**config.mk**
```make
export PLATFORM = sky130hd
export DESIGN_NAME = button_reader
export DESIGN_NICKNAME = d
export VERILOG_FILES = /design/src/rtl/button_reader.sv
export SDC_FILE = /design/constraint.sdc
export NUM_CORES = 1
export LEC_CHECK = 0
export CAP_MARGIN = 20
export CORE_ASPECT_RATIO = 0.6
export CORE_MARGIN = 3
export CORE_UTILIZATION = 35
export CTS_CLUSTER_SIZE = 30
export DETAILED_ROUTE_END_ITERATION = 7
export HOLD_SLACK_MARGIN = 0.15
export PLACE_DENSITY = 0.6
export SYNTH_ARGS = -nofsm -noshare
export SYNTH_HDL_FRONTEND = slang
export SYNTH_SLANG_ARGS = --single-unit
```
**constraint.sdc**
```tcl
create_clock -name CLK -period 4.2 [get_ports CLK]
set_input_delay 0.63 -clock CLK [delete_from_list [all_inputs] [get_ports CLK]]
set_output_delay 0.63 -clock CLK [all_outputs]
set_load 0.02 [all_outputs]
```
**src/rtl/button_reader.sv**
```systemverilog
// -----------------------------------------------------------------------------
// button_reader
//   Samples one raw, asynchronous, bouncing push-button pin and turns it into
//   clean, registered events for the rest of the board.
//
//   Ports
//     CLK      in   system clock, all logic on the rising edge
//     RST      in   synchronous, active-high reset
//     BTN      in   raw button pin (asynchronous, may bounce)
//     PRESSED  out  debounced level, 1 = button held
//     PRESS    out  one-cycle strobe on each accepted press
//     RELEASE  out  one-cycle strobe on each accepted release
//     LEDR     out  toggles on every accepted press (drives the red LED)
//     COUNT    out  accepted presses modulo 2^CNT_W
//
//   Timing: once the pin settles, the outputs change DEBOUNCE_CYCLES + 3
//   rising edges after the first edge that samples the new pin level.
// -----------------------------------------------------------------------------
module button_reader #(
    parameter int DEBOUNCE_CYCLES = 240000,
    parameter int ACTIVE_LOW      = 1,
    parameter int CNT_W           = 8
) (
    input  logic             CLK,
    input  logic             RST,
    input  logic             BTN,
    output logic             PRESSED,
    output logic             PRESS,
    output logic             RELEASE,
    output logic             LEDR,
    output logic [CNT_W-1:0] COUNT
);

    // Debounce counter only has to hold 0 .. DEBOUNCE_CYCLES-1.
    localparam int             DB_W      = $clog2(DEBOUNCE_CYCLES + 1);
    localparam logic [DB_W-1:0] DB_LAST  = DB_W'(DEBOUNCE_CYCLES - 1);
    // Pin level while the button is not touched.
    localparam logic           IDLE_LVL  = (ACTIVE_LOW != 0) ? 1'b1 : 1'b0;

    typedef enum logic [1:0] {
        ST_UP        = 2'd0,
        ST_WAIT_DOWN = 2'd1,
        ST_DOWN      = 2'd2,
        ST_WAIT_UP   = 2'd3
    } state_t;

    logic             sync1_r;
    logic             sync2_r;
    logic             pressed_raw_s;
    state_t           state_r;
    state_t           state_nxt_s;
    logic [DB_W-1:0]  db_cnt_r;
    logic [DB_W-1:0]  db_cnt_nxt_s;
    logic             level_s;
    logic             pressed_r;
    logic             press_r;
    logic             release_r;
    logic             ledr_r;
    logic [CNT_W-1:0] count_r;

    // Two-flop synchronizer for the asynchronous pin; resets to the idle level
    // so a reset never looks like a press.
    always_ff @(posedge CLK) begin
        if (RST) begin
            sync1_r <= IDLE_LVL;
            sync2_r <= IDLE_LVL;
        end else begin
            sync1_r <= BTN;
            sync2_r <= sync1_r;
        end
    end

    // Normalise polarity: 1 always means "pressed" from here on.
    assign pressed_raw_s = sync2_r ^ IDLE_LVL;

    // Debounce state and qualification counter registers.
    always_ff @(posedge CLK) begin
        if (RST) begin
            state_r  <= ST_UP;
            db_cnt_r <= {DB_W{1'b0}};
        end else begin
            state_r  <= state_nxt_s;
            db_cnt_r <= db_cnt_nxt_s;
        end
    end

    // Next-state logic: a WAIT state must see DEBOUNCE_CYCLES consecutive
    // samples at the new level; any sample at the old level aborts it.
    always_comb begin
        state_nxt_s  = state_r;
        db_cnt_nxt_s = db_cnt_r;
        level_s      = 1'b0;
        case (state_r)
            ST_UP: begin
                level_s = 1'b0;
                if (pressed_raw_s) begin
                    db_cnt_nxt_s = {DB_W{1'b0}};
                    state_nxt_s  = ST_WAIT_DOWN;
                end else begin
                    state_nxt_s  = ST_UP;
                end
            end
            ST_WAIT_DOWN: begin
                level_s = 1'b0;
                if (!pressed_raw_s) begin
                    state_nxt_s  = ST_UP;
                end else if (db_cnt_r == DB_LAST) begin
                    state_nxt_s  = ST_DOWN;
                end else begin
                    db_cnt_nxt_s = db_cnt_r + DB_W'(1);
                end
            end
            ST_DOWN: begin
                level_s = 1'b1;
                if (!pressed_raw_s) begin
                    db_cnt_nxt_s = {DB_W{1'b0}};
                    state_nxt_s  = ST_WAIT_UP;
                end else begin
                    state_nxt_s  = ST_DOWN;
                end
            end
            ST_WAIT_UP: begin
                // Still reported as held until the release qualifies.
                level_s = 1'b1;
                if (pressed_raw_s) begin
                    state_nxt_s  = ST_DOWN;
                end else if (db_cnt_r == DB_LAST) begin
                    state_nxt_s  = ST_UP;
                end else begin
                    db_cnt_nxt_s = db_cnt_r + DB_W'(1);
                end
            end
            default: begin
                level_s      = 1'b0;
                state_nxt_s  = ST_UP;
                db_cnt_nxt_s = {DB_W{1'b0}};
            end
        endcase
    end

    // Registered outputs: strobes come from comparing the new level with the
    // registered one, so they line up with the first cycle PRESSED changes.
    always_ff @(posedge CLK) begin
        if (RST) begin
            pressed_r <= 1'b0;
            press_r   <= 1'b0;
            release_r <= 1'b0;
            ledr_r    <= 1'b0;
            count_r   <= {CNT_W{1'b0}};
        end else begin
            pressed_r <= level_s;
            press_r   <= level_s & ~pressed_r;
            release_r <= ~level_s & pressed_r;
            if (level_s & ~pressed_r) begin
                ledr_r  <= ~ledr_r;
                count_r <= count_r + CNT_W'(1);
            end else begin
                ledr_r  <= ledr_r;
                count_r <= count_r;
            end
        end
    end

    assign PRESSED = pressed_r;
    assign PRESS   = press_r;
    assign RELEASE = release_r;
    assign LEDR    = ledr_r;
    assign COUNT   = count_r;

endmodule

```
==> impl_results.md, run 1 <==
* Area share of the largest cell type after synthesis at 42.60%
* Seq/Total Area, Yosys at 42.60%
* CP Capture Type: register
* NumNets Final at 202
* Finished Cell Area at 1893 um2
* Commonest non-fill, non-tap cell in the layout: dfxtp_1
* CTS buffer count at 5
* Pwr/cell area at 329.1 nW/um2
* Slew @ Worst Pin at 0.7070 ns
* Register area at 680.7 um2
* Routed WL at 3432 um
* P_leak at 0.6297 nW
* Via density at 4.996
* Antenna violations before repair at 0
* Flops & latches, synth at 34
* Multi-input gate area at 849.6 um2
* Most frequent cells in the layout: 34 x dfxtp_1, 24 x nor2_1, 16 x nand2_1
* Top cells by area, synth: dfxtp_1 43%, nor2_1 5.6%, xor2_1 4.9%, nand2_1 3.8%, nand4_1 2.7%
* Final min period at 2.285 ns
* Layout cells sized above 1 at 9.596%
* Clock transition at the registers of the reported paths at 0.07 ns
* Initial Utilization at 37.54%
* Post-CTS resize count at 0
* Max-cap violations at 0
* H-tree levels at 2
* Worst-path maximum fanout at 11
* Iteration-0 DRC Markers at 57
* Gr ovfl total at 0
* Clk buf depth at 2
* Tcrit/Tclk final at 54.41%
* Row count at 18
* DRT antenna net count at 0
* Global-route wire length before repair at 5720 um
* Die H at 58.34 um
* Worst hold slack at 0.4143 ns
* CTS tree: yes
* Wire per inst at 13.30 um
* Critical-path top delay cell: or4_4
* GR Util All Layers at 13.90%
* Cell Area, Synth at 1598 um2
* Power, Total at 0.6230 mW
* Crit start category: register
* Clk_skew at 0.003814 ns
* Core ar. at 4257 um2
* Post-synth net total at 189
* # IOs at 15
* GP Congestion at 0.8577
* Peak supply drop at 0.1616 mV
* Synthesized area per cell at 8.684 um2
* Largest net degree at the start of global routing at 22
* Vias after detailed routing at 1289
* Slowest cell delay on critical path at 0.55 ns
* Clock root cell: clkbuf_8
* Fin. max-slew vios at 0
* Post-CTS Setup Bufs at 0
* Cell Area, Placed at 1783 um2
* Critical path class: reg2reg
* Sum Neg Setup Slack at 0 ns
* DRT Pass-1 Iters at 4
* RSZ-0062 raised after global routing: no
* Hold Buf Count CTS at 0
* N_diodes at 0
* Distinct cells, synth at 42
* Hold Crit Class: reg2reg
* Die W at 93.23 um
* Fmax at 437.6 MHz
* Critical Path AT at 2.46 ns
* Later-pin clock latency in the skew report at 0.28 ns
* Final HPWL DP at 2433 um
* Final Hold Fails at 0
* Synthesis-to-layout area growth at 18.48%
* Leading area contributor after synthesis: dfxtp_1
* DRC at 0
* # clock sinks at 34
* Worst path cell trace: or3_1 -> or4_4 -> o21a_1 -> nand4_1 -> mux2_2
* Endpoints failing setup at 0
* Slew margin rel. at 52.72%
* Port buffer count at 14
* Synthesis Warnings at 0
* Number of global-route vias before repair at 1130
* Status: finished clean
* # fillers at 400
* CP required at 4.38 ns
* Die Footprint at 5438 um2
* Layout Utilization at 44.47%
* Mapped Cells at 184
stage by stage:
stage	cells	setup WS, ns
floorplan	184	2.259
global placement	250	1.782
detailed placement	250	1.774
CTS	258	1.927
global route	258	1.776
finish	258	1.915
logic make-up after synthesis:
group,after synthesis,synth area share (%)
AO/OA/AOI/OAI,24,10.73
XOR/XNOR,13,7.126
adder cells (fa/ha/maj),2,1.566
buffers and inverters,16,4.228
flip-flops,34,42.60
multiplexers,6,3.915
AND/OR/NAND/NOR,89,29.84
per-layer routing:
layer | GRT usage (%) | up-vias | wire length, um
met3 | 4.215 | 3 | 199
met4 | 5.637 | 0 | 22
met1 | 22.99 | 577 | 1982
met2 | 15.55 | 25 | 1228
li1 | - | 684 | -
met5 | 0 | - | 0
cell usage after synthesis:
| cell type | n |
|---|---|
| clkbuf_1 | 9 |
| a22oi_1 | 1 |
| nor2b_1 | 3 |
| dfxtp_1 | 34 |
| or3_1 | 1 |
| o211ai_1 | 1 |
| or2_2 | 3 |
| a31o_1 | 1 |
| mux2_2 | 2 |
| xor2_1 | 9 |
| a211oi_2 | 1 |
| nand4bb_1 | 1 |
| o21a_1 | 2 |
| o221ai_1 | 1 |
| and4_2 | 1 |
| a21oi_1 | 7 |
| o32ai_1 | 4 |
| nor3b_1 | 2 |
| xnor2_1 | 4 |
| buf_6 | 1 |
| and4_1 | 2 |
| and3_1 | 5 |
| nand2_1 | 16 |
| nor4b_1 | 1 |
| nand3b_1 | 4 |
| inv_1 | 6 |
| nor4_1 | 2 |
| a211oi_1 | 2 |
| nand4_1 | 7 |
| nand4b_1 | 1 |
| or4b_2 | 1 |
| and2_1 | 1 |
| nand2b_1 | 1 |
| o21bai_1 | 1 |
| nor3_1 | 4 |
| ha_1 | 2 |
| nor2_1 | 24 |
| mux2i_1 | 4 |
| o311ai_0 | 1 |
| o21ai_0 | 2 |
| nand3_1 | 8 |
| or4_4 | 1 |
state kept, by name (all words and copies together) (netlist names), named ones only:
register  cells
db_cnt_r     18
sync2_r       1
state_r       1
COUNT         8
PRESS         1
RELEASE       1
sync1_r       1
LEDR          1
PRESSED       1
cell type report:
type,count,share of cell area (%)
inverter,6,1.190
tap,60,3.966
sequential,34,35.95
multi-input combinational,134,44.88
timing repair buffer,16,8.196
clock buffer,8,5.816
report_power, final:
group / switching, mW / internal [mW] / total [mW] / leakage, nW
clock: 0.115 / 0.165 / 0.280 / 0.0575
combinational: 0.0116 / 0.00621 / 0.0178 / 0.298
sequential: 0.00164 / 0.324 / 0.325 / 0.274
total: 0.128 / 0.495 / 0.623 / 0.630
final timing paths:
| path | from | end | slack [ns] | cells after the start |
|---|---|---|---|---|
| max | db_cnt_r[7]$_SDFFE_PP0P_ | db_cnt_r[4]$_SDFFE_PP0P_ | 1.91 | 5 |
| min | sync1_r$_SDFF_PP1_ | sync2_r$_SDFF_PP1_ | 0.41 | 1 |
| max reg2reg | db_cnt_r[7]$_SDFFE_PP0P_ | db_cnt_r[4]$_SDFFE_PP0P_ | 1.91 | 5 |
| min reg2reg | sync1_r$_SDFF_PP1_ | sync2_r$_SDFF_PP1_ | 0.41 | 1 |
worst max-delay path: cells and delay by family (launching register included):
family          cells  cell delay [ns]
simple gates        3             1.13
compound gates      1             0.36
flops               1             0.35
mux                 1             0.34
Note: power is estimated with default switching activity, not from simulation.
==> run 2: changes to the inputs <==
PLACE_DENSITY = 0.62   (was 0.6)
clock period = 1.85 ns   (was 4.2 ns; I/O delays follow)
==> impl_results.md, run 2 (same netlist as run 1, synthesis figures left out) <==
* DRC at 0 (unchanged)
* Number of flip-flops in the largest register at 18 (unchanged)
* Worst R2R Path Depth at 5 (unchanged)
* CP Capture Type: register (unchanged)
* Max-cap violations at 0 (unchanged)
* Commonest non-fill, non-tap cell in the layout: dfxtp_1 (unchanged)
* H-tree levels at 2 (unchanged)
* NumNets Final at 225 (was 202)
* Hold Buf Count CTS at 0 (unchanged)
* Port buffer count at 14 (unchanged)
* Gr ovfl total at 0 (unchanged)
* Antenna violations before repair at 0 (unchanged)
* Clk_skew at 0.004275 ns (was 0.003814 ns)
* P_leak at 0.7581 nW (was 0.6297 nW)
* Peak supply drop at 0.3493 mV (was 0.1616 mV)
* Number of global-route vias before repair at 1200 (was 1130)
* Hold Path Cell Cnt at 1 (unchanged)
* Reg2reg setup slack at -0.05 ns (was 1.91 ns)
* Most frequent cells in the layout: 32 x dfxtp_1, 24 x nor2_1, 22 x buf_4 (was 34 x dfxtp_1, 24 x nor2_1, 16 x nand2_1)
* # clock sinks at 34 (unchanged)
* Slew margin rel. at 52.83% (was 52.72%)
* Most flop-heavy register: db_cnt_r (unchanged)
* # IOs at 15 (unchanged)
* Iteration-0 DRC Markers at 122 (was 57)
* Global-route wire length before repair at 6361 um (was 5720 um)
* Die H at 58.34 um (unchanged)
* Tcrit/Tclk final at 102.6% (was 54.41%)
* Initial Utilization at 37.54% (unchanged)
* Final worst slack at -0.04851 ns (was 1.915 ns)
* GP Congestion at 0.8698 (was 0.8577)
* Row count at 18 (unchanged)
* CTS buffer count at 5 (unchanged)
* Die Footprint at 5438 um2 (unchanged)
* Crit start category: register (unchanged)
* Layout Utilization at 49.79% (was 44.47%)
* Largest net degree at the start of global routing at 22 (unchanged)
* Reg2reg start: db_cnt_r[10]$_SDFFE_PP0P_ (was db_cnt_r[7]$_SDFFE_PP0P_)
* Hold endpoint: sync2_r$_SDFF_PP1_ (unchanged)
* Fmax at 526.7 MHz (was 437.6 MHz)
* Endpoints failing setup at 2 (was 0)
* CTS tree: yes (unchanged)
* Status: finished with violations (was finished clean)
* Critical Path AT at 2.08 ns (was 2.46 ns)
* Core ar. at 4257 um2 (unchanged)
* N_diodes at 0 (unchanged)
* Synthesis-to-layout area growth at 32.65% (was 18.48%)
* Clock transition at the registers of the reported paths at 0.07 ns (about the same)
* Final HPWL DP at 2918 um (was 2433 um)
* Start point of the critical path: db_cnt_r[10]$_SDFFE_PP0P_ (was db_cnt_r[7]$_SDFFE_PP0P_)
* Pwr/cell area at 640.7 nW/um2 (was 329.1 nW/um2)
* DRT antenna net count at 0 (unchanged)
* Via density at 4.893 (was 4.996)
* Critical path class: reg2reg (unchanged)
* Clk buf depth at 2 (unchanged)
* Worst-path maximum fanout at 3 (was 11)
* Reg2Reg Capture Point: db_cnt_r[4]$_SDFFE_PP0P_ (unchanged)
* GR Util All Layers at 15.48% (was 13.90%)
* Hold Crit Class: reg2reg (unchanged)
* Die W at 93.23 um (unchanged)
* Wire per inst at 13.83 um (was 13.30 um)
* Final Hold Fails at 0 (unchanged)
* Failing checks: setup timing
* Layout cells sized above 1 at 23.53% (was 9.596%)
* Post-CTS Setup Bufs at 0 (unchanged)
* Min-delay src: sync1_r$_SDFF_PP1_ (unchanged)
* Clock root cell: clkbuf_8 (unchanged)
* CP required at 2.03 ns (was 4.38 ns)
* Fin. max-slew vios at 0 (unchanged)
* Routed WL at 3887 um (was 3432 um)
* RSZ-0062 raised after global routing: yes (was no)
* DRT Pass-1 Iters at 4 (unchanged)
* Later-pin clock latency in the skew report at 0.29 ns (was 0.28 ns)
* Pre-CTS setup slack at -0.04300 ns (was 1.774 ns)
* Final min period at 1.899 ns (was 2.285 ns)
* Vias after detailed routing at 1375 (was 1289)
* Slew @ Worst Pin at 0.7061 ns (was 0.7070 ns)
[run 2: cell count changes in the layout (fill, tap and decap cells not counted), moves of 2 or more]
| cell | delta |
|---|---|
| o32ai_2 | +4 |
| o32ai_1 | -4 |
| buf_6 | +3 |
| clkbuf_8 | -2 |
| dfxtp_2 | +2 |
| buf_4 | +20 |
| dfxtp_1 | -2 |
[run 2: worst max-delay path, cell delays in order (launching register included)]
cell and delay (ns):
dfxtp_2 0.32, or3_4 0.36, or4_4 0.49, o21a_4 0.23
nand4_1 0.09, mux2_4 0.30
[run 2: area by class of cell]
| cell class | count | area, um2 |
|---|---|---|
| Sequential cell | 34 | 683.2 |
| Tap cell | 60 | 75.07 |
| Timing Repair Buffer | 39 | 339.1 |
| Inverter | 6 | 22.52 |
| Multi-Input combinational cell | 134 | 908.4 |
| Clock inverter | 1 | 5.005 |
| Fill cell | 408 | 2137 |
| Clock buffer | 7 | 86.33 |
[run 2: per-layer routing]
layer / GRT usage (%) / up-vias / part of all wire [%]
li1: - / 727 / -
met5: 0 / - / 0
met4: 4.384 / 0 / 0.69
met2: 17.38 / 28 / 34
met3: 4.981 / 6 / 6.7
met1: 26.09 / 614 / 59
[run 2: worst max path at each step]
stage                                           to  slack, ns  cells past startpoint
after floorplan           db_cnt_r[4]$_SDFFE_PP0P_      -0.01                      5
after global routing      db_cnt_r[4]$_SDFFE_PP0P_      -0.11                      5
after CTS                 db_cnt_r[4]$_SDFFE_PP0P_      -0.04                      5
after detailed placement  db_cnt_r[7]$_SDFFE_PP0P_      -0.04                      6
after global placement    db_cnt_r[4]$_SDFFE_PP0P_      -0.02                      5
final                     db_cnt_r[4]$_SDFFE_PP0P_      -0.05                      5
[run 2: through the flow]
| stage | hold slack, ns | power, mW | std cells | TNS [ns] | area [um2] |
|---|---|---|---|---|---|
| after floorplan | 0.3566 | 0.7808 | 184 | -0.01283 | 1604 |
| after global placement | 0.3911 | 0.8032 | 273 | -0.02835 | 1962 |
| after detailed placement | 0.4169 | 0.8036 | 273 | -0.1082 | 1962 |
| after CTS | 0.4332 | 1.367 | 281 | -0.09846 | 2068 |
| after global routing | 0.4605 | 1.410 | 281 | -0.5610 | 2120 |
| final | 0.4264 | 1.358 | 281 | -0.09304 | 2120 |
[run 2: what timing repair did]
action / 4_1_cts / 5_1_grt
gates resized for setup: 3 / 10
pin swaps: 2 / 3
gates cloned: 0 / 0
setup endpoints to repair: 7 / 12
[run 2: report_power, final]
| part | internal (mW) | total, mW | leakage, nW | switching (mW) |
|---|---|---|---|---|
| registers | 0.734 | 0.736 | 0.275 | 0.00149 |
| logic | 0.0234 | 0.0576 | 0.435 | 0.0342 |
| clock network | 0.300 | 0.565 | 0.0482 | 0.264 |
| total | 1.06 | 1.36 | 0.758 | 0.300 |
==> run 3: changes to the inputs <==
RECOVER_POWER = 25   (was default)
==> impl_results.md, run 3 (same netlist as run 1, synthesis figures left out) <==
* N_diodes at 0 (unchanged)
* CTS buffer count at 5 (unchanged)
* Number of flip-flops in the largest register at 18 (unchanged)
* Commonest non-fill, non-tap cell in the layout: dfxtp_1 (unchanged)
* Initial Utilization at 37.54% (unchanged)
* Final worst slack at -0.04814 ns (was -0.04851 ns)
* Peak supply drop at 0.3492 mV (was 0.3493 mV)
* DRC at 0 (unchanged)
* Final min period at 1.898 ns (was 1.899 ns)
* Met1 usage at 26.09% (unchanged)
* Endpoints failing setup at 4 (was 2)
* Combinational power share at 4.2% (about the same)
* Reg2Reg Capture Point: db_cnt_r[4]$_SDFFE_PP0P_ (unchanged)
* Fmax at 526.8 MHz (was 526.7 MHz)
* Clock Power Share at 41.6% (about the same)
* Layout cells sized above 1 at 22.62% (was 23.53%)
* CP Capture Type: register (unchanged)
* Gr ovfl total at 0 (unchanged)
* Critical Path AT at 2.07 ns (was 2.08 ns)
* # IOs at 15 (unchanged)
* Post-CTS Setup Bufs at 0 (unchanged)
* Critical path class: reg2reg (unchanged)
* Switching part of the total at 22.07% (was 22.10%)
* Clk buf depth at 2 (unchanged)
* Gr busiest metal: met1 (unchanged)
* CP required at 2.03 ns (about the same)
* Hold Buf Count CTS at 0 (unchanged)
* Part of the power in registers at 54.3% (was 54.2%)
* Via density at 4.893 (unchanged)
* Largest net degree at the start of global routing at 22 (unchanged)
* Start point of the critical path: db_cnt_r[10]$_SDFFE_PP0P_ (unchanged)
* Wire per inst at 13.81 um (was 13.83 um)
* Final Hold Fails at 0 (unchanged)
* Pre-CTS setup slack at -0.04300 ns (unchanged)
* NumNets Final at 225 (unchanged)
* Register area at 683.2 um2 (unchanged)
* Clk_skew at 0.003510 ns (was 0.004275 ns)
* # clock sinks at 34 (unchanged)
* Iteration-0 DRC Markers at 124 (was 122)
* Reg2reg setup slack at -0.05 ns (about the same)
* GR Util All Layers at 15.48% (unchanged)
* Final Non-Filler Cells at 281 (unchanged)
* Core ar. at 4257 um2 (unchanged)
* Failing checks: setup timing (unchanged)
* Clock root cell: clkbuf_8 (unchanged)
* Row count at 18 (unchanged)
* Routed WL at 3881 um (was 3887 um)
* Most flop-heavy register: db_cnt_r (unchanged)
* Later-pin clock latency in the skew report at 0.28 ns (was 0.29 ns)
* Antenna violations before repair at 0 (unchanged)
* Most frequent cells in the layout: 32 x dfxtp_1, 24 x nor2_1, 19 x buf_4 (was 32 x dfxtp_1, 24 x nor2_1, 22 x buf_4)
* RSZ-0062 raised after global routing: yes (unchanged)
* H-tree levels at 2 (unchanged)
* GR Layer Usage met2 at 17.38% (unchanged)
* Die H at 58.34 um (unchanged)
* # fillers at 409 (was 408)
* Die Footprint at 5438 um2 (unchanged)
* Vias after detailed routing at 1375 (unchanged)
* Fin. max-slew vios at 0 (unchanged)
* Clock transition at the registers of the reported paths at 0.07 ns (about the same)
* Worst-path maximum fanout at 3 (unchanged)
* Reg2reg start: db_cnt_r[10]$_SDFFE_PP0P_ (unchanged)
* Hold Crit Class: reg2reg (unchanged)
* Worst R2R Path Depth at 5 (unchanged)
* Multi-input gate area at 908.4 um2 (unchanged)
* Synthesis-to-layout area growth at 32.03% (was 32.65%)
* Pwr/cell area at 642.8 nW/um2 (was 640.7 nW/um2)
* DRT antenna net count at 0 (unchanged)
* Die W at 93.23 um (unchanged)
* End of the critical path: db_cnt_r[4]$_SDFFE_PP0P_ (unchanged)
* Slew margin rel. at 51.63% (was 52.83%)
* P_leak at 0.7492 nW (was 0.7581 nW)
* Number of global-route vias before repair at 1200 (unchanged)
* Slew @ Worst Pin at 0.7240 ns (was 0.7061 ns)
* DRT Pass-1 Iters at 4 (unchanged)
* Sum Neg Setup Slack at -0.1119 ns (was -0.09304 ns)
* GRT met3 Usage at 4.981% (unchanged)
* Crit start category: register (unchanged)
* Post-Place Cells at 273 (unchanged)
* Sw Pwr at 0.2993 mW (was 0.3001 mW)
* Port buffer count at 14 (unchanged)
* Global-route wire length before repair at 6361 um (unchanged)
* Internal at 1.057 mW (was 1.058 mW)
* GP Congestion at 0.8698 (unchanged)
* Tcrit/Tclk final at 102.6% (about the same)
* Final HPWL DP at 2918 um (unchanged)
* Status: finished with violations (unchanged)
* CTS tree: yes (unchanged)
* Max-cap violations at 0 (unchanged)
[run 3: cell types whose count changed in the layout (fill, tap and decap cells not counted)]
cell	change
buf_4	-3
clkbuf_1	+2
clkbuf_2	+1
clkdlybuf4s50_1	-1
dlygate4sd3_1	+1
[run 3: power by group through the flow]
stage	clock (mW)	combinational, mW	sequential [mW]
after detailed placement	0	0.0511	0.753
after global routing	0.611	0.0614	0.736
after global placement	0	0.0508	0.752
final	0.564	0.0567	0.736
after floorplan	0	0.0281	0.753
after CTS	0.577	0.0537	0.736
[run 3: area by class of cell]
cell class              count  share of cell area, %
multi-input cells         134                  43.06
flip-flops and latches     34                  32.38
repair buffers             39                  15.60
clock buffers               7                  4.093
well taps                  60                  3.559
inverters                   6                  1.068
clock inverters             1                 0.2372
[run 3: critical path, cell delays in order (launching register included)]
cell	delay (ns)
dfxtp_2	0.32
or3_4	0.36
or4_4	0.49
o21a_4	0.23
nand4_1	0.09
mux2_4	0.30
[run 3: worst min-delay path by stage]
stage                             from                 end  slack (ns)  depth (start not counted)
floorplan                          RST  PRESSED$_SDFF_PP0_        0.36                          1
global placement    sync1_r$_SDFF_PP1_  sync2_r$_SDFF_PP1_        0.39                          1
detailed placement  sync1_r$_SDFF_PP1_  sync2_r$_SDFF_PP1_        0.42                          1
CTS                 sync1_r$_SDFF_PP1_  sync2_r$_SDFF_PP1_        0.43                          1
global route        sync1_r$_SDFF_PP1_  sync2_r$_SDFF_PP1_        0.46                          1
finish              sync1_r$_SDFF_PP1_  sync2_r$_SDFF_PP1_        0.43                          1
[run 3: timing repair]
item	CTS	global route
setup endpoints to repair	7	12
gates resized for setup	3	10
hold endpoints to repair	0	0
pin swaps	2	3
[run 3: through the flow]
| step | cell area [um2] | utilization [%] | hold WS (ns) | total power [mW] |
|---|---|---|---|---|
| final | 2110 | 49.56 | 0.4269 | 1.356 |
| after global routing | 2110 | 49.56 | 0.4605 | 1.408 |
| after global placement | 1962 | 46.09 | 0.3911 | 0.8032 |
| after floorplan | 1604 | - | 0.3566 | 0.7808 |
| after CTS | 2068 | 48.59 | 0.4332 | 1.367 |
| after detailed placement | 1962 | 46.09 | 0.4169 | 0.8036 |
[run 3: layer usage]
metal,vias up,share of wire [%]
met1,615,59
met3,6,6.3
met4,0,0.70
met2,27,34
met5,-,0
li1,727,-
